`src/rtl/watch_ctrl.sv`:
```
// Mode/position controller for the min/sec/hour alarm watch: button edges and ticks
// become registered counter enables, a setup blink flag and the ring/snooze alarm FSM.
module watch_ctrl #(
  parameter int unsigned HOLD_TICKS   = 50,
  parameter int unsigned REPEAT_TICKS = 10,
  parameter int unsigned BLINK_TICKS  = 25,
  parameter int unsigned RING_SEC     = 30,
  parameter int unsigned SNOOZE_SEC   = 60
) (
  input  logic       clk,
  input  logic       rst,
  input  logic       i_sw0,
  input  logic       i_sw1,
  input  logic       i_sw2,
  input  logic       i_sw3,
  input  logic       i_tick_1hz,
  input  logic       i_tick_100hz,
  input  logic       i_sec_max,
  input  logic       i_min_max,
  input  logic       i_alarm_match,
  output logic [1:0] o_mode,
  output logic [1:0] o_position,
  output logic       o_alarm_en,
  output logic       o_sec_inc,
  output logic       o_min_inc,
  output logic       o_hour_inc,
  output logic       o_alarm_sec_inc,
  output logic       o_alarm_min_inc,
  output logic       o_alarm_hour_inc,
  output logic       o_blink,
  output logic       o_buzz_en,
  output logic [1:0] alarm_state
);

  typedef enum logic [1:0] {A_IDLE = 2'd0, A_RING = 2'd1, A_SNOOZE = 2'd2} alarm_t;

  localparam logic [1:0] M_CLOCK = 2'd0, M_SETUP = 2'd1, M_ALARM = 2'd2;
  localparam logic [1:0] P_SEC = 2'd0, P_MIN = 2'd1, P_HOUR = 2'd2;
  localparam logic [7:0] HOLD_L   = 8'(HOLD_TICKS);
  localparam logic [7:0] REP_L    = 8'(REPEAT_TICKS);
  localparam logic [7:0] BLINK_L  = 8'(BLINK_TICKS);
  localparam logic [7:0] RING_L   = 8'(RING_SEC);
  localparam logic [7:0] SNOOZE_L = 8'(SNOOZE_SEC);

  logic       prev0, prev1, prev2, prev3, prev_match;
  logic       e0, e1, e2, e3, match_rise;
  logic       step, pos_evt;
  logic       hold_rep_q, hold_rep_d;
  logic [7:0] hold_cnt_q, hold_cnt_d;
  logic [7:0] blink_cnt_q, blink_cnt_d;
  logic       blink_d;
  logic [1:0] mode_d, pos_d;
  logic       sec_d, min_d, hour_d, asec_d, amin_d, ahour_d;
  alarm_t     state_q, state_d;
  logic [7:0] sec_cnt_q, sec_cnt_d;
  logic       alarm_en_d;

  assign e0         = i_sw0 & ~prev0;
  assign e1         = i_sw1 & ~prev1;
  assign e2         = i_sw2 & ~prev2;
  assign e3         = i_sw3 & ~prev3;
  assign match_rise = i_alarm_match & ~prev_match;
  assign alarm_state = state_q;

  // Step source: press edge, then first repeat after HOLD ticks, then every REPEAT ticks.
  always_comb begin
    step       = e2;
    hold_cnt_d = hold_cnt_q;
    hold_rep_d = hold_rep_q;
    if (!i_sw2) begin
      hold_cnt_d = 8'd0;
      hold_rep_d = 1'b0;
    end else if (i_tick_100hz) begin
      if (hold_cnt_q + 8'd1 == (hold_rep_q ? REP_L : HOLD_L)) begin
        step       = 1'b1;
        hold_cnt_d = 8'd0;
        hold_rep_d = 1'b1;
      end else begin
        hold_cnt_d = hold_cnt_q + 8'd1;
      end
    end
  end

  // sw0 has priority over sw1; sw1 is the snooze key while ringing.
  always_comb begin
    mode_d  = o_mode;
    pos_d   = o_position;
    pos_evt = 1'b0;
    if (e0) begin
      mode_d = (o_mode == M_ALARM) ? M_CLOCK : o_mode + 2'd1;
      pos_d  = P_SEC;
    end else if (e1 && state_q != A_RING) begin
      pos_evt = 1'b1;
      pos_d   = (o_position == P_HOUR) ? P_SEC : o_position + 2'd1;
    end
  end

  always_comb begin
    blink_d     = o_blink;
    blink_cnt_d = blink_cnt_q;
    if (o_mode == M_CLOCK || e0 || pos_evt || step) begin
      blink_d     = 1'b0;
      blink_cnt_d = 8'd0;
    end else if (i_tick_100hz) begin
      if (blink_cnt_q + 8'd1 == BLINK_L) begin
        blink_d     = ~o_blink;
        blink_cnt_d = 8'd0;
      end else begin
        blink_cnt_d = blink_cnt_q + 8'd1;
      end
    end
  end

  always_comb begin
    sec_d   = 1'b0;
    min_d   = 1'b0;
    hour_d  = 1'b0;
    asec_d  = 1'b0;
    amin_d  = 1'b0;
    ahour_d = 1'b0;
    if (o_mode == M_SETUP) begin
      sec_d  = step & (o_position == P_SEC);
      min_d  = step & (o_position == P_MIN);
      hour_d = step & (o_position == P_HOUR);
    end else begin
      sec_d  = i_tick_1hz;
      min_d  = i_tick_1hz & i_sec_max;
      hour_d = i_tick_1hz & i_sec_max & i_min_max;
      if (o_mode == M_ALARM) begin
        asec_d  = step & (o_position == P_SEC);
        amin_d  = step & (o_position == P_MIN);
        ahour_d = step & (o_position == P_HOUR);
      end
    end
  end

  // Alarm FSM; sec_cnt is the ring timer in RING and the snooze timer in SNOOZE.
  always_comb begin
    state_d    = state_q;
    sec_cnt_d  = sec_cnt_q;
    alarm_en_d = o_alarm_en;
    case (state_q)
      A_IDLE: begin
        if (e3) begin
          alarm_en_d = ~o_alarm_en;
        end else if (match_rise && o_alarm_en) begin
          state_d   = A_RING;
          sec_cnt_d = 8'd0;
        end
      end
      A_RING: begin
        if (e3) begin
          state_d = A_IDLE;
        end else if (e1) begin
          state_d   = A_SNOOZE;
          sec_cnt_d = 8'd0;
        end else if (i_tick_1hz) begin
          if (sec_cnt_q + 8'd1 == RING_L) state_d = A_IDLE;
          else sec_cnt_d = sec_cnt_q + 8'd1;
        end
      end
      A_SNOOZE: begin
        if (e3) begin
          state_d = A_IDLE;
        end else if (i_tick_1hz) begin
          if (sec_cnt_q + 8'd1 == SNOOZE_L) begin
            state_d   = A_RING;
            sec_cnt_d = 8'd0;
          end else begin
            sec_cnt_d = sec_cnt_q + 8'd1;
          end
        end
      end
      default: state_d = A_IDLE;
    endcase
  end

  always_ff @(posedge clk) begin
    if (rst) begin
      state_q <= A_IDLE;
    end else begin
      state_q <= state_d;
    end
  end

  always_ff @(posedge clk) begin
    if (rst) begin
      prev0            <= 1'b0;
      prev1            <= 1'b0;
      prev2            <= 1'b0;
      prev3            <= 1'b0;
      prev_match       <= 1'b0;
      hold_cnt_q       <= 8'd0;
      hold_rep_q       <= 1'b0;
      blink_cnt_q      <= 8'd0;
      sec_cnt_q        <= 8'd0;
      o_mode           <= M_CLOCK;
      o_position       <= P_SEC;
      o_alarm_en       <= 1'b0;
      o_blink          <= 1'b0;
      o_buzz_en        <= 1'b0;
      o_sec_inc        <= 1'b0;
      o_min_inc        <= 1'b0;
      o_hour_inc       <= 1'b0;
      o_alarm_sec_inc  <= 1'b0;
      o_alarm_min_inc  <= 1'b0;
      o_alarm_hour_inc <= 1'b0;
    end else begin
      prev0            <= i_sw0;
      prev1            <= i_sw1;
      prev2            <= i_sw2;
      prev3            <= i_sw3;
      prev_match       <= i_alarm_match;
      hold_cnt_q       <= hold_cnt_d;
      hold_rep_q       <= hold_rep_d;
      blink_cnt_q      <= blink_cnt_d;
      sec_cnt_q        <= sec_cnt_d;
      o_mode           <= mode_d;
      o_position       <= pos_d;
      o_alarm_en       <= alarm_en_d;
      o_blink          <= blink_d;
      o_buzz_en        <= (state_d == A_RING);
      o_sec_inc        <= sec_d;
      o_min_inc        <= min_d;
      o_hour_inc       <= hour_d;
      o_alarm_sec_inc  <= asec_d;
      o_alarm_min_inc  <= amin_d;
      o_alarm_hour_inc <= ahour_d;
    end
  end

endmodule
```
`config.mk`:
```
export PLATFORM = sky130hd
export DESIGN_NAME = watch_ctrl
export DESIGN_NICKNAME = d
export VERILOG_FILES = /design/src/rtl/watch_ctrl.sv
export SDC_FILE = /design/constraint.sdc
export NUM_CORES = 1
export LEC_CHECK = 0
export ABC_AREA = 1
export CORE_MARGIN = 3
export CORE_UTILIZATION = 25
export CTS_BUF_LIST = sky130_fd_sc_hd__clkbuf_8 sky130_fd_sc_hd__clkbuf_16
export CTS_CLUSTER_DIAMETER = 100
export DETAILED_ROUTE_END_ITERATION = 8
export PLACE_DENSITY_LB_ADDON = 0.25
export SLEW_MARGIN = 20
export SYNTH_ARGS = -nofsm -noshare
export SYNTH_HDL_FRONTEND = slang
export SYNTH_SLANG_ARGS = --single-unit
```
`constraint.sdc`:
```
create_clock -name clk -period 2.3 [get_ports clk]
set_input_delay 0.345 -clock clk [delete_from_list [all_inputs] [get_ports clk]]
set_output_delay 0.345 -clock clk [all_outputs]
set_load 0.01 [all_outputs]
```
==> impl_results.md <==
- Yosys warnings: 0
- Area grow syn2layout: 21.1%
- Starting Density: 0.264
- Final setup TNS: 0 ns
- H-tree levels: 2
- Number of synthesized flops with an enable pin: 0
- Achievable Freq: 483 MHz
- Clk_lat worst skew: 0.30 ns
- Post-synthesis sequential area ratio: 0.361
- Die width: 106 um
- Global-route wire length before repair: 9.76 mm
- Synth Area in Simple Gates: 0.354
- Resize count post-CTS: 0
- Total power: 1.71 mW
- Top cell type by total area after synthesis: dfxtp_1
- Asr flop ratio synth: 0
- Synth area leaders: dfxtp_1, nand2_1, nor2_1, inv_1, ha_1
- Clock sink total: 45
- Yosys reg bits: 45
- Cells after synthesis: 372
- Max FO, Critical Path: 16
- PortBufs: 25
- CP endpoint kind: flop
- DR vias: 2314
- Outcome: complete, no violations
- GPL Wtd Cong: 0.833
- Largest family of logic cells by synthesized area: simple AND/OR/NAND/NOR gates
- Worst Path Required: 2.50 ns
- CTS tree: done
- Average wire per cell in the routed design: 10.5 um
- Number of buffers created by CTS: 5
- Count of cell types in the netlist: 32
- CORE AREA: 9460 um2
- Worst rel slew slack: 0.711
- Root buffer cell: clkbuf_8
- Antenna cell count: 0
- CP Class: flop to flop
- Synth Flop Type: dfxtp_1
- Post-synth top area share: 0.361
- Leading cell types by count after synthesis: nand2_1, nor2_1, inv_1, dfxtp_1, nand3_1
- Lkg Pwr: 1.34 nW
- CP startpoint kind: flop
- Worst EP arrival: 2.27 ns
- Die area: 11200 um2
- PwrDens: 567 nW/um2
- Synth Area in Compound Gates: 0.0938
- Final setup viols: 0
- Iter 0 DRT Violations: 79
- Reg clk slew, reported paths: 0.08 ns
- Mux cell area share after synthesis: 0.00401
- Post-route ant nets: 0
- HPWL after DPL: 4.31 mm
- Peak supply drop: 0.267 mV
- Hold Fails Final Rpt: 0
- Worst hold path class: flop to flop
- Routed wire length: 5.58 mm
- Initial antenna violation count: 0
- Period minus WS final: 2.07 ns
- Vias/cell: 4.35
- Final Max Slew Viols: 0
- Total GRT Usage: 0.106
- Worst-margin pin slew: 0.434 ns
- Mean Syn Cell Area: 6.70 um2
- Row Count: 35
- Hold-fix buffers, CTS: 0
- Period utilization: 0.901
- Share of layout cells above drive strength 1: 0.0571
- Setup Buffers After CTS: 0
- Max-Cap Viols: 0
- Initial DRT Pass Iterations: 4
- Net count, final: 425
- Synthesized area: 2490 um2
- Total grt overflow: 0
- CTS Buffer Depth: 2
- Final Skew: 0.00419 ns
- Most common cell in the netlist: nand2_1
- Die Y: 106 um
- Number of global-route vias before repair: 2181
- I/O pins: 26
- RSZ-0062 raised after global routing: false
- Post-Synth XOR/XNOR Area: 0.0281
- Maximum number of pins on one net before global-route repair: 17
- Adder-Cell Fraction of Synth Area: 0.0602
- DRC viols: 0
- Syn_nets: 395
[routing by layer]
metal,routed length (um),part of all wire,global-route usage,vias up
met4,75,0.013,0.0315,0
met5,0,0,0,-
li1,-,-,-,1234
met3,211,0.038,0.0214,7
met1,2650,0.47,0.128,1034
met2,2640,0.47,0.188,39
[sequential cells by signal (all words and copies together), names as in the netlist, 2 cells and up]
name         cells
alarm_state      2
o_position       2
sec_cnt_q        8
o_mode           2
hold_cnt_q       8
blink_cnt_q      8
[area by class of cell]
type                       instances  area [um2]
clock buffer                       6        82.6
clock inverter                     2        33.8
fill                            1053        6440
inverter                          57         214
multi-input combinational        264        1350
sequential                        45         901
tap                              129         161
timing repair buffer              29         280
[cells in the final DEF (no fill, tap or decap), drive strengths merged]
cell type / n
ha: 12
nor2: 71
inv: 58
mux2i: 1
buf: 4
a31oi: 2
nand3: 26
a21boi: 1
a21oi: 19
or2: 1
o21bai: 2
xor2: 5
nor4: 4
dfxtp: 45
o211ai: 1
and2: 2
bufinv: 1
nand4: 12
a221oi: 1
clkdlybuf4s50: 25
xnor2: 3
o22ai: 2
nor3: 1
o21ai: 12
clkbuf: 6
nand2: 86
[worst paths after layout]
path / from / endpoint / slack [ns] / cells after the start
hold / removal: hold_cnt_q[4]$_SDFFE_PP0P_ / hold_cnt_q[4]$_SDFFE_PP0P_ / 0.53 / 2
hold reg to reg: hold_cnt_q[4]$_SDFFE_PP0P_ / hold_cnt_q[4]$_SDFFE_PP0P_ / 0.53 / 2
setup / recovery: sec_cnt_q[0]$_SDFFE_PP0P_ / sec_cnt_q[2]$_SDFFE_PP0P_ / 0.23 / 12
setup reg to reg: sec_cnt_q[0]$_SDFFE_PP0P_ / sec_cnt_q[2]$_SDFFE_PP0P_ / 0.23 / 12
[kinds of logic after synthesis]
family / after synthesis
DFF: 45
muxes: 1
and+or+nand+nor: 203
adders and majority gates: 12
xor gates and xnor gates: 8
AOI/OAI and AO/OA: 40
buffers and inverters: 63
[power breakdown]
part           switching (mW)  total, mW  internal (mW)  leakage [nW]
clock                   0.267      0.617          0.350        0.0626
sequential             0.0323      0.847          0.815         0.367
combinational           0.145      0.247          0.102         0.907
total                   0.445       1.71           1.27          1.34
[worst max-delay path, stage by stage (launching register included)]
cell and delay [ns]:
dfxtp_1 0.43, ha_1 0.22, nand2_1 0.09, nor2_1 0.17
nand2_1 0.07, nand2_1 0.06, nand2_1 0.08, nor2_2 0.20
a21boi_2 0.10, o21ai_4 0.36, nand2_1 0.09, nand2_1 0.07
nor2_1 0.04
[through the flow]
stage	instances	worst slack (ns)	hold WS (ns)	utilization	cell area (um2)
3_5_place_dp	524	0.207	0.519	0.307	2900
2_1_floorplan	372	0.464	0.454	-	2490
5_1_grt	532	0.0119	0.575	0.319	3020
6_report	532	0.228	0.528	0.319	3020
3_3_place_gp	524	0.245	0.512	0.307	2900
4_1_cts	532	0.216	0.533	0.319	3020
(Power assumes the default switching activity.)
